## config.mk

```make
export PLATFORM = sky130hd
export DESIGN_NAME = io_input_port
export DESIGN_NICKNAME = d
export VERILOG_FILES = /design/src/rtl/io_input_port.sv
export SDC_FILE = /design/constraint.sdc
export NUM_CORES = 1
export LEC_CHECK = 0
export ABC_AREA = 1
export CAP_MARGIN = 40
export CORE_ASPECT_RATIO = 2
export CORE_UTILIZATION = 35
export CTS_BUF_LIST = sky130_fd_sc_hd__clkbuf_2
export CTS_CLUSTER_DIAMETER = 200
export CTS_CLUSTER_SIZE = 28
export DETAILED_ROUTE_END_ITERATION = 10
export GPL_TIMING_DRIVEN = 0
export PLACE_DENSITY = 0.67
export SYNTH_ARGS = -nofsm -noshare
export SYNTH_HDL_FRONTEND = slang
export SYNTH_SLANG_ARGS = --single-unit
```

## constraint.sdc

```tcl
create_clock -name clk -period 3.94 [get_ports clk]
set_input_delay 0.591 -clock clk [delete_from_list [all_inputs] [get_ports clk]]
set_output_delay 0.591 -clock clk [all_outputs]
set_load 0.1 [all_outputs]
```

## src/rtl/io_input_port.sv

```systemverilog
// io_input_port: memory-mapped input peripheral for the board push-buttons and DIP switches.
// Buttons and switches go through a 2-flop synchroniser. Each button is then debounced.
// A press event is latched in a sticky flag, which software clears by writing 1 to the bit.
// Loads of the status and event registers return on the stage-3 data path with one-cycle latency.
// On an I/O address this module overrides the memory read data.
// Optional feature: define IO_READ_CLEAR_EN so that a load of the event register clears all flags.
module io_input_port #(
  parameter logic [15:0] DEBOUNCE_CYCLES = 16'd50000,
  parameter int          NUM_BUTTONS     = 2,
  parameter int          NUM_SWITCHES    = 8,
  parameter logic [31:0] STATUS_ADDR     = 32'h7f8,
  parameter logic [31:0] EVENT_ADDR      = 32'h7fc
) (
  input  logic                    clk,
  input  logic                    rst_n,
  input  logic                    clk_enable,
  input  logic [31:0]             addr,
  input  logic                    write_enable,
  input  logic [31:0]             data_in,
  input  logic [NUM_BUTTONS-1:0]  buttons_n,
  input  logic [NUM_SWITCHES-1:0] switches,
  input  logic [31:0]             mem_data_in,
  output logic [31:0]             data_out,
  output logic                    io_hit_s3
);

  localparam int CNT_W = $clog2(int'(DEBOUNCE_CYCLES) + 1);
  localparam logic [CNT_W-1:0] CNT_LAST = CNT_W'(int'(DEBOUNCE_CYCLES) - 1);

  logic [NUM_BUTTONS-1:0]  btn_meta_q, btn_sync_q;
  logic [NUM_SWITCHES-1:0] sw_meta_q, sw_sync_q;
  logic [NUM_BUTTONS-1:0]  btn_stable_q, btn_stable_d;
  logic [CNT_W-1:0]        cnt_q [NUM_BUTTONS];
  logic [CNT_W-1:0]        cnt_d [NUM_BUTTONS];
  logic [NUM_BUTTONS-1:0]  flags_q, flags_d;
  logic [NUM_BUTTONS-1:0]  pressed, press_rise, clr_mask;
  logic                    io_hit_q, io_hit_d;
  logic [31:0]             rd_latch_q, rd_latch_d;
  logic [31:0]             status_word, event_word;
  logic                    hit_status, hit_event;
  logic                    unused_bits;

  // Byte offset and the store data above the flag bits have no meaning for I/O words.
  assign unused_bits = ^{addr[1:0], data_in[31:NUM_BUTTONS]};

  // Word-granular decode: any byte address within either register word selects it.
  assign hit_status = (addr[31:2] == STATUS_ADDR[31:2]);
  assign hit_event  = (addr[31:2] == EVENT_ADDR[31:2]);

  // Two-flop synchroniser on every raw input bit; runs every clock regardless of stalls.
  always_ff @(posedge clk or negedge rst_n) begin
    if (!rst_n) begin
      btn_meta_q <= '0;
      btn_sync_q <= '0;
      sw_meta_q  <= '0;
      sw_sync_q  <= '0;
    end else begin
      btn_meta_q <= buttons_n;
      btn_sync_q <= btn_meta_q;
      sw_meta_q  <= switches;
      sw_sync_q  <= sw_meta_q;
    end
  end

  // Debounce: count consecutive cycles where the synchronised level disagrees with the accepted level.
  always_comb begin
    pressed      = ~btn_sync_q;
    btn_stable_d = btn_stable_q;
    for (int i = 0; i < NUM_BUTTONS; i++) begin
      cnt_d[i] = '0;
      if (pressed[i] != btn_stable_q[i]) begin
        if (cnt_q[i] == CNT_LAST) begin
          btn_stable_d[i] = pressed[i];
        end else begin
          cnt_d[i] = cnt_q[i] + 1'b1;
        end
      end
    end
  end

  // Debounce state register; deliberately not gated by clk_enable so filtering continues during stalls.
  always_ff @(posedge clk or negedge rst_n) begin
    if (!rst_n) begin
      btn_stable_q <= '0;
      for (int i = 0; i < NUM_BUTTONS; i++) cnt_q[i] <= '0;
    end else begin
      btn_stable_q <= btn_stable_d;
      for (int i = 0; i < NUM_BUTTONS; i++) cnt_q[i] <= cnt_d[i];
    end
  end

  // Event flags: OR-in new presses after applying clears, so a same-cycle press survives a clear.
  always_comb begin
    press_rise = btn_stable_d & ~btn_stable_q;
    clr_mask   = '0;
    if (clk_enable && write_enable && hit_event) begin
      clr_mask = data_in[NUM_BUTTONS-1:0];
    end
`ifdef IO_READ_CLEAR_EN
    if (clk_enable && !write_enable && hit_event) begin
      clr_mask = '1;
    end
`endif
    flags_d = (flags_q & ~clr_mask) | press_rise;
  end

  // Event flag register.
  always_ff @(posedge clk or negedge rst_n) begin
    if (!rst_n) begin
      flags_q <= '0;
    end else begin
      flags_q <= flags_d;
    end
  end

  // Read words are built from pre-edge state, so a clearing load still returns the old flags.
  always_comb begin
    status_word = '0;
    status_word[16 +: NUM_SWITCHES] = sw_sync_q;
    status_word[0 +: NUM_BUTTONS]   = btn_stable_q;
    event_word = '0;
    event_word[0 +: NUM_BUTTONS]    = flags_q;
    io_hit_d   = hit_status | hit_event;
    rd_latch_d = hit_status ? status_word : event_word;
  end

  // Stage-3 read latch; holds while the pipeline is stalled, like the memory's registered read.
  always_ff @(posedge clk or negedge rst_n) begin
    if (!rst_n) begin
      io_hit_q   <= 1'b0;
      rd_latch_q <= '0;
    end else if (clk_enable) begin
      io_hit_q   <= io_hit_d;
      rd_latch_q <= rd_latch_d;
    end
  end

  assign io_hit_s3 = io_hit_q;
  assign data_out  = io_hit_q ? rd_latch_q : mem_data_in;

endmodule

```

==> results of run 1 <==
Yosys cell counts (all sizes together):
| cell | n | area share [%] |
|---|---|---|
| a21oi | 6 | 0.97 |
| a31oi | 4 | 0.72 |
| buf | 4 | 0.75 |
| clkbuf | 3 | 0.32 |
| clkinv | 2 | 0.22 |
| dfrtp | 67 | 48 |
| ha | 2 | 0.72 |
| inv | 77 | 8.3 |
| nand2 | 90 | 10 |
| nand3 | 24 | 4.4 |
| nand3b | 2 | 0.43 |
| nand4 | 11 | 2.0 |
| nor2 | 97 | 11 |
| nor3 | 18 | 4.4 |
| nor3b | 4 | 1.4 |
| nor4 | 4 | 0.72 |
| o21ai | 10 | 1.4 |
| o22ai | 8 | 1.4 |
| xnor2 | 2 | 0.50 |
| xor2 | 8 | 2.0 |
cell families (layout without fill, tap and decap cells):
logic type | after synthesis | in the layout
simple gates | 250 | 250
compound gates | 28 | 28
buf+inv | 86 | 244
other cells | 0 | 1
flops | 67 | 67
xor+xnor | 10 | 10
fa+ha+maj | 2 | 2
path summary, 6_finish.rpt:
path	start	endpoint	cells after the start	slack, ns
worst max-delay path	io_hit_s3	data_out[23]	7	0.91
worst min-delay path	rst_n	rd_latch_q[19]	1	0.15
worst max register to register	cnt_q[0]	cnt_q[4]	6	2.50
worst min register to register	btn_meta_q[0]	btn_sync_q[0]	0	0.37
max in group asynchronous	rst_n	cnt_q[6]	1	3.22
min in group clk	btn_meta_q[0]	btn_sync_q[0]	0	0.37
layout make-up:
| cell class | count | area, sq um | area share, % |
|---|---|---|---|
| Clock buffer | 9 | 45.0 | 0.835 |
| Multi-Input combinational cell | 290 | 1480 | 27.4 |
| Clock inverter | 6 | 57.6 | 1.07 |
| Antenna cell | 1 | 2.50 | 0.0464 |
| Buffer | 7 | 37.5 | 0.696 |
| Tap cell | 132 | 165 | 3.06 |
| Timing Repair Buffer | 143 | 1630 | 30.3 |
| Sequential cell | 67 | 1680 | 31.1 |
| Inverter | 79 | 297 | 5.50 |
metal layers:
layer / vias to the layer above / track usage, % / wire (um)
met4: 0 / 11.4 / 334
met3: 24 / 5.22 / 624
met5: - / 0 / 0
met2: 122 / 36.5 / 5130
met1: 1549 / 16.8 / 3210
li1: 1687 / - / -
stage by stage:
step	hold slack, ns	TNS (ns)	setup slack, ns
floorplan	0.295	-0.713	-0.0892
detailed placement	0.335	0	1.32
global placement	0.334	0	0.107
finish	0.147	0	0.908
global route	0.145	0	0.669
CTS	0.146	0	0.828
registers in the layout, indices dropped and copies added, names as in the netlist, 2 cells and up:
| name | count |
|---|---|
| btn_sync_q | 2 |
| cnt_q | 32 |
| sw_meta_q | 8 |
| rd_latch_q | 10 |
| sw_sync_q | 8 |
| btn_stable_q | 2 |
| flags_q | 2 |
| btn_meta_q | 2 |
report_power, final:
| part | switching [mW] | total, mW | internal, mW |
|---|---|---|---|
| sequential | 0.00982 | 0.715 | 0.705 |
| combinational | 0.279 | 0.476 | 0.198 |
| clock | 0.238 | 0.376 | 0.137 |
==> metrics.txt, run 1 <==
run status complete, no violations; routed via count 3382; final-report hold violation count 0; number of buffers inserted during clock tree synthesis 9; number of non-filler instances in the completed layout 734; peak ir drop on the vdd network 0.183 mV; FILL cells 859; largest net degree at the start of global routing 68; aggregate routed wire length 9290 um; total core area 0.00970 sq mm; Final Util 55.6%; share of cell area taken by muxes after synthesis 0%; proportion of layout cells with a drive suffix above 1 13.8%; biggest cell delay along the critical path 0.59 ns; slew of the pin with the lowest slew margin 0.827 ns; post_cts resized 0; distinct cell type count after synthesis 31; buffers and inverters on the worst path 5; average vias per placed instance 4.61; fraction of the cycle the final worst path needs 77.0%; critical path, cell by cell buf_2 -> inv_1 -> buf_2 -> nand2_1 -> o21ai_0 -> clkdlybuf4s50_1 -> buf_16; count of unresolved DRC violations after routing 0; P&R area growth vs syn 54.5%; Post-layout nets 709; HPWL after detailed placement 7620 um; post-route ant nets 0; leading cell type in the layout, fill and taps excluded sky130_fd_sc_hd__clkdlybuf4s50_1; setup repair after global routing missed its margin no; skew final 0.0294 ns; commonest cells after routing, fill and taps aside sky130_fd_sc_hd__clkdlybuf4s50_1 (109), sky130_fd_sc_hd__nor2_1 (93), sky130_fd_sc_hd__nand2_1 (83); max-cap check violation count 0; number of instances in the synthesized netlist 443; full die area 0.0104 sq mm; critical path required time 3.35 ns; per-instance average area after synthesis 7.88 sq um; maximum root-to-sink buffer count 2; post-synthesis xor/xnor area fraction 2.51%; total global-route track usage 19.0%; starting density of the core 36.0%; synthesized cell area 0.00349 sq mm; Syn Nets 555; # Post-CTS Setup Buffers 0; headroom to the max-slew limit 44.9%; slowest stage cell, crit path sky130_fd_sc_hd__clkdlybuf4s50_1; Synth Area in Adders 0.717%; clock latency on the worst-skew pair 0.51 ns; global route total overflow 0; hold-fix buffers at CTS 0; area share of and/or/nand/nor cells after synthesis 34.6%; Detailed Routing Iterations Pass 1 4; Port-buffer cells 110; highest fanout seen on the critical path 10; Setup violations, final 0; antenna violations before repair 1; worst path arrival time 2.44 ns; height of the die 143 um; fin. max-slew vios 0; routability-driven placement congestion ratio 0.838; delay-heaviest family, CP buffers and inverters; root buffer cell sky130_fd_sc_hd__clkbuf_2; dpl cells 718; power density cells 291 mW/mm^2; number of sinks driven by the clock tree 67; per-cell routed wire length 12.7 um; clock slew at the register clock pins of the worst setup and hold paths 0.17 ns; number of DRC markers in iteration 0 74; synthesis-stage register bit count 67; Tot Pwr 1.57 mW; total number of placement rows 51; H-Tree Depth 3; shortest clock period the worst path allows after layout 3.03 ns; timing-limited maximum frequency 330 MHz; kind of critical path reg2out; capturing element type of the critical path output pin; Design Area, Final 0.00539 sq mm; fraction of the yosys area taken by sequential cells 48.0%; Most Frequent Cell on Critical Path sky130_fd_sc_hd__buf_2; Top-Level Pins 143; Post-DP Area 0.00529 sq mm; largest family of logic cells by synthesized area simple AND/OR/NAND/NOR gates; number of global-route vias before repair 3505; Tightest Hold Check Type in2async; CTS tree built; width of the chip 72.6 um; yosys synthesis warning count 0; compound-cell area share of the yosys netlist 4.55%; Leakage Power 2.44 nW; global-route wire length before repair 15000 um; crit path launch type flip-flop
Power figures use the tool's default switching activity.
==> run 2: changes to the inputs <==
--- a/config.mk
+++ b/config.mk
@@ -14,7 +14,7 @@
 export CTS_CLUSTER_SIZE = 28
 export DETAILED_ROUTE_END_ITERATION = 10
 export GPL_TIMING_DRIVEN = 0
-export PLACE_DENSITY = 0.67
+export PLACE_DENSITY = 0.7
 export SYNTH_ARGS = -nofsm -noshare
 export SYNTH_HDL_FRONTEND = slang
 export SYNTH_SLANG_ARGS = --single-unit
==> constraint.sdc (replaced) <==
create_clock -name clk -period 2.5 [get_ports clk]
set_input_delay 0.375 -clock clk [delete_from_list [all_inputs] [get_ports clk]]
set_output_delay 0.375 -clock clk [all_outputs]
set_load 0.1 [all_outputs]
==> metrics.txt, run 2 (synthesized netlist as in run 1, its figures left out) <==
global-route wire length before repair 15200 um; number of sinks driven by the clock tree 67; skew final 0.0158 ns; NetSw 0.893 mW; count of unresolved DRC violations after routing 0; dpl cells 718; HPWL after detailed placement 7620 um; average vias per placed instance 4.72; Clk network pwr share 26.1%; worst path arrival time 2.06 ns; starting density of the core 36.0%; kind of critical path reg2out; Top reg by flops cnt_q; headroom to the max-slew limit 44.1%; timing-limited maximum frequency 411 MHz; antenna violations before repair 1; root buffer cell sky130_fd_sc_hd__clkbuf_2; clock slew at the register clock pins of the worst setup and hold paths 0.20 ns; global route total overflow 0; clock latency on the worst-skew pair 0.53 ns; slowest stage cell, crit path sky130_fd_sc_hd__clkdlybuf4s50_1; critical path, cell by cell clkbuf_4 -> nor2_1 -> clkdlybuf4s50_1 -> buf_8; aggregate routed wire length 9460 um; post-route ant nets 0; fin. max-slew vios 0; highest fanout seen on the critical path 10; number of non-filler instances in the completed layout 716; Tot Pwr 2.55 mW; Leakage Power 2.45 nW; final hold slack 0.259 ns; capturing element type of the critical path output pin; fraction of the cycle the final worst path needs 97.2%; CTS tree built; delay-heaviest family, CP buffers and inverters; slew of the pin with the lowest slew margin 0.838 ns; number of DRC markers in iteration 0 84; Post-layout nets 690; H-Tree Depth 3; routed via count 3379; max FFs per register 32; full die area 0.0104 sq mm; Top-Level Pins 143; per-cell routed wire length 13.2 um; number of buffers inserted during clock tree synthesis 9; Port-buffer cells 110; Detailed Routing Iterations Pass 1 4; proportion of layout cells with a drive suffix above 1 17.3%; Setup violations, final 0; power density cells 472 mW/mm^2; leading cell type in the layout, fill and taps excluded sky130_fd_sc_hd__nor2_1; P&R area growth vs syn 55.2%; critical path required time 2.12 ns; total number of placement rows 51; width of the chip 72.6 um; total core area 0.00970 sq mm; largest net degree at the start of global routing 68; shortest clock period the worst path allows after layout 2.43 ns; fraction of power consumed by sequential logic 44.2%; commonest cells after routing, fill and taps aside sky130_fd_sc_hd__nor2_1 (93), sky130_fd_sc_hd__clkdlybuf4s50_1 (84), sky130_fd_sc_hd__nand2_1 (83); Tightest Hold Check Type in2reg; total global-route track usage 19.1%; top flop regs cnt_q: 32 flops, rd_latch_q: 10 flops; Post-Place Setup Slack 0.0524 ns; max-cap check violation count 0; internal power 1.66 mW; Design Area, Final 0.00542 sq mm; biggest cell delay along the critical path 0.52 ns; number of global-route vias before repair 3517; Post-DP Area 0.00534 sq mm; height of the die 143 um; Final Util 55.8%; least setup slack across all paths after layout 0.0693 ns; crit path launch type flip-flop; routability-driven placement congestion ratio 0.879; maximum root-to-sink buffer count 2; final-report hold violation count 0; relative contribution of combinational cells to total power 29.7%; post-route setup TNS 0 ns; switching fraction of total power 35.0%; buffers and inverters on the worst path 3; FILL cells 853; peak ir drop on the vdd network 0.244 mV; run status complete, no violations
==> run 2: worst paths after layout <==
| kind | depth (start not counted) | end | slack (ns) | start |
|---|---|---|---|---|
| max | 4 | data_out[8] | 0.07 | io_hit_s3 |
| min | 1 | sw_meta_q[5] | 0.26 | switches[5] |
| min in group asynchronous | 2 | cnt_q[10] | 0.43 | rst_n |
| min reg2reg | 0 | sw_sync_q[1] | 0.37 | sw_meta_q[1] |
| max in group asynchronous | 2 | io_hit_s3 | 1.47 | rst_n |
| max reg2reg | 6 | cnt_q[14] | 1.06 | cnt_q[0] |
==> run 2: power by group through the flow <==
stage / combinational [mW] / sequential, mW / clock [mW]
after floorplan: 0.386 / 1.15 / 0
after global placement: 0.626 / 1.15 / 0
after detailed placement: 0.761 / 1.15 / 0
after CTS: 0.776 / 1.13 / 0.684
after global routing: 0.796 / 1.13 / 0.727
final: 0.757 / 1.13 / 0.667
==> run 2: layer usage <==
layer | up-vias | wire length (um) | global-route usage, %
met2 | 151 | 5260 | 37.7
met5 | - | 0 | 0
li1 | 1647 | - | -
met4 | 0 | 393 | 11.0
met1 | 1551 | 3120 | 16.4
met3 | 30 | 688 | 4.73
==> run 2: final cells by class <==
type                            instances  area (sq um)  share of cell area [%]
Antenna cell                            1          2.50                  0.0462
Buffer                                  6          46.3                   0.855
Clock buffer                            9          45.0                   0.832
Clock inverter                          7          76.3                    1.41
Inverter                               79           300                    5.54
Multi-Input combinational cell        290          1560                    28.9
Sequential cell                        67          1680                    31.0
Tap cell                              132           165                    3.05
Timing Repair Buffer                  125          1540                    28.4
==> run 2: timing repair <==
action,CTS,global route
resized for setup,30,4
hold buffers,1,0
setup endpoints to repair,30,15
setup buffers,3,1
gates cloned,0,0
endpoints found under the hold margin,67,0
==> run 3: changes to the inputs <==
--- a/config.mk
+++ b/config.mk
@@ -14,7 +14,7 @@
 export CTS_CLUSTER_SIZE = 28
 export DETAILED_ROUTE_END_ITERATION = 10
 export GPL_TIMING_DRIVEN = 0
-export PLACE_DENSITY = 0.7
+export PLACE_DENSITY = 0.67
 export SYNTH_ARGS = -nofsm -noshare
 export SYNTH_HDL_FRONTEND = slang
 export SYNTH_SLANG_ARGS = --single-unit
==> constraint.sdc (replaced) <==
create_clock -name clk -period 2.7 [get_ports clk]
set_input_delay 0.405 -clock clk [delete_from_list [all_inputs] [get_ports clk]]
set_output_delay 0.405 -clock clk [all_outputs]
set_load 0.1 [all_outputs]
==> metrics.txt, run 3 (synthesized netlist as in run 1, its figures left out) <==
run status complete, no violations; maximum root-to-sink buffer count 2; fraction of the cycle the final worst path needs 96.3%; largest net degree at the start of global routing 68; Leakage Power 2.48 nW; kind of critical path reg2out; HPWL after detailed placement 7450 um; capturing element type of the critical path output pin; clock latency on the worst-skew pair 0.53 ns; Post-layout nets 701; top flop regs cnt_q: 32 flops, rd_latch_q: 10 flops; max FFs per register 32; total number of placement rows 51; met2 routed WL 5030 um; Top-Level Pins 143; routability-driven placement congestion ratio 0.849; max-cap check violation count 0; average vias per placed instance 4.63; total global-route track usage 19.0%; power density cells 431 mW/mm^2; peak ir drop on the vdd network 0.284 mV; setup repair after global routing missed its margin yes; number of global-route vias before repair 3408; antenna violations before repair 1; count of unresolved DRC violations after routing 0; skew final 0.0207 ns; number of DRC markers in iteration 0 94; timing-limited maximum frequency 385 MHz; met3 layer wire length in the routed design 635 um; headroom to the max-slew limit 44.5%; Tightest Hold Check Type in2reg; FILL cells 856; # Post-CTS Setup Buffers 0; Design Area, Final 0.00550 sq mm; Top reg by flops cnt_q; P&R area growth vs syn 57.6%; commonest cells after routing, fill and taps aside sky130_fd_sc_hd__clkdlybuf4s50_1 (95), sky130_fd_sc_hd__nand2_1 (83), sky130_fd_sc_hd__nor2_1 (73); post-route ant nets 0; total core area 0.00970 sq mm; Post-DP Area 0.00536 sq mm; height of the die 143 um; global-route wire length before repair 15100 um; critical path required time 2.30 ns; aggregate routed wire length 9290 um; proportion of layout cells with a drive suffix above 1 18.2%; crit path launch type flip-flop; root buffer cell sky130_fd_sc_hd__clkbuf_2; wire length the detailed router placed on met1 3310 um; worst path arrival time 2.19 ns; Port-buffer cells 110; CTS tree built; width of the chip 72.6 um; number of buffers inserted during clock tree synthesis 9; routed via count 3364; leading cell type in the layout, fill and taps excluded sky130_fd_sc_hd__clkdlybuf4s50_1; number of sinks driven by the clock tree 67; shortest clock period the worst path allows after layout 2.60 ns; H-Tree Depth 3; full die area 0.0104 sq mm; global route total overflow 0; post-route setup TNS 0 ns; Detailed Routing Iterations Pass 1 5; starting density of the core 36.0%; final-report hold violation count 0; Setup violations, final 0; clock slew at the register clock pins of the worst setup and hold paths 0.21 ns; fin. max-slew vios 0; Top Metal Used met4; highest fanout seen on the critical path 10; slew of the pin with the lowest slew margin 0.833 ns; per-cell routed wire length 12.8 um
run 3: cell count changes in the layout (fill, tap and decap cells not counted), moves of 2 or more:
cell / delta
sky130_fd_sc_hd__o21ai_1: +8
sky130_fd_sc_hd__buf_16: +5
sky130_fd_sc_hd__nor2_1: -20
sky130_fd_sc_hd__o21ai_4: -7
sky130_fd_sc_hd__dlygate4sd2_1: +5
sky130_fd_sc_hd__nor2_2: +20
sky130_fd_sc_hd__buf_12: -9
sky130_fd_sc_hd__clkdlybuf4s50_1: +11
sky130_fd_sc_hd__buf_8: +3
sky130_fd_sc_hd__buf_4: -2
sky130_fd_sc_hd__clkbuf_4: -2
run 3: power breakdown:
| group | internal (mW) | total (mW) | switching (mW) | leakage, nW |
|---|---|---|---|---|
| Combinational | 0.305 | 0.721 | 0.417 | 1.55 |
| Sequential | 1.03 | 1.04 | 0.0140 | 0.866 |
| Clock | 0.217 | 0.607 | 0.390 | 0.0685 |
| Total | 1.55 | 2.37 | 0.820 | 2.48 |
run 3: metal layers:
metal	track usage [%]	vias to the layer above
met4	9.49	0
met2	36.7	120
met1	17.7	1551
met5	0	-
li1	-	1675
met3	4.66	18
run 3: layout make-up:
cell class | count | area, sq um | share of cell area, %
sequential | 67 | 1680 | 30.5
timing repair buffer | 136 | 1660 | 30.2
multi-input combinational | 290 | 1530 | 27.8
inverter | 79 | 299 | 5.43
tap | 132 | 165 | 3.00
clock inverter | 7 | 76.3 | 1.39
clock buffer | 9 | 45.0 | 0.819
buffer | 6 | 43.8 | 0.796
antenna | 1 | 2.50 | 0.0455
run 3: path summary, 6_finish.rpt:
path                                from        endpoint  slack [ns]  depth (start not counted)
max                            io_hit_s3     data_out[7]        0.10                          5
min                          switches[1]    sw_meta_q[1]        0.28                          1
max reg2reg                     cnt_q[0]        cnt_q[1]        1.24                          6
min reg2reg                btn_meta_q[0]   btn_sync_q[0]        0.37                          0
max in group asynchronous          rst_n        cnt_q[6]        1.59                          2
min in group asynchronous          rst_n  rd_latch_q[16]        0.52                          2
run 3: repair_timing:
item / in CTS / in global routing
setup endpoints to repair: 30 / 20
hold buffers: 1 / 0
resized for setup: 21 / 12
hold endpoints to repair: 67 / 0
run 3: through the flow:
stage	instances	hold WS (ns)	total power [mW]	setup WS, ns	utilization, %
final	727	0.275	2.37	0.100	56.7
after CTS	731	0.250	2.39	-0.0337	56.7
after detailed placement	718	0.338	1.78	0.308	55.3
after floorplan	443	0.109	1.42	-0.403	-
after global routing	727	0.248	2.47	-0.0299	56.7
after global placement	685	0.335	1.64	-0.875	49.6
run 3: worst max-delay path, stage by stage (launching register included):
cell and delay [ns]:
sky130_fd_sc_hd__dfrtp_1 0.42, sky130_fd_sc_hd__buf_2 0.19, sky130_fd_sc_hd__buf_4 0.21, sky130_fd_sc_hd__nor2_2 0.12, sky130_fd_sc_hd__clkdlybuf4s50_1 0.54, sky130_fd_sc_hd__buf_12 0.18
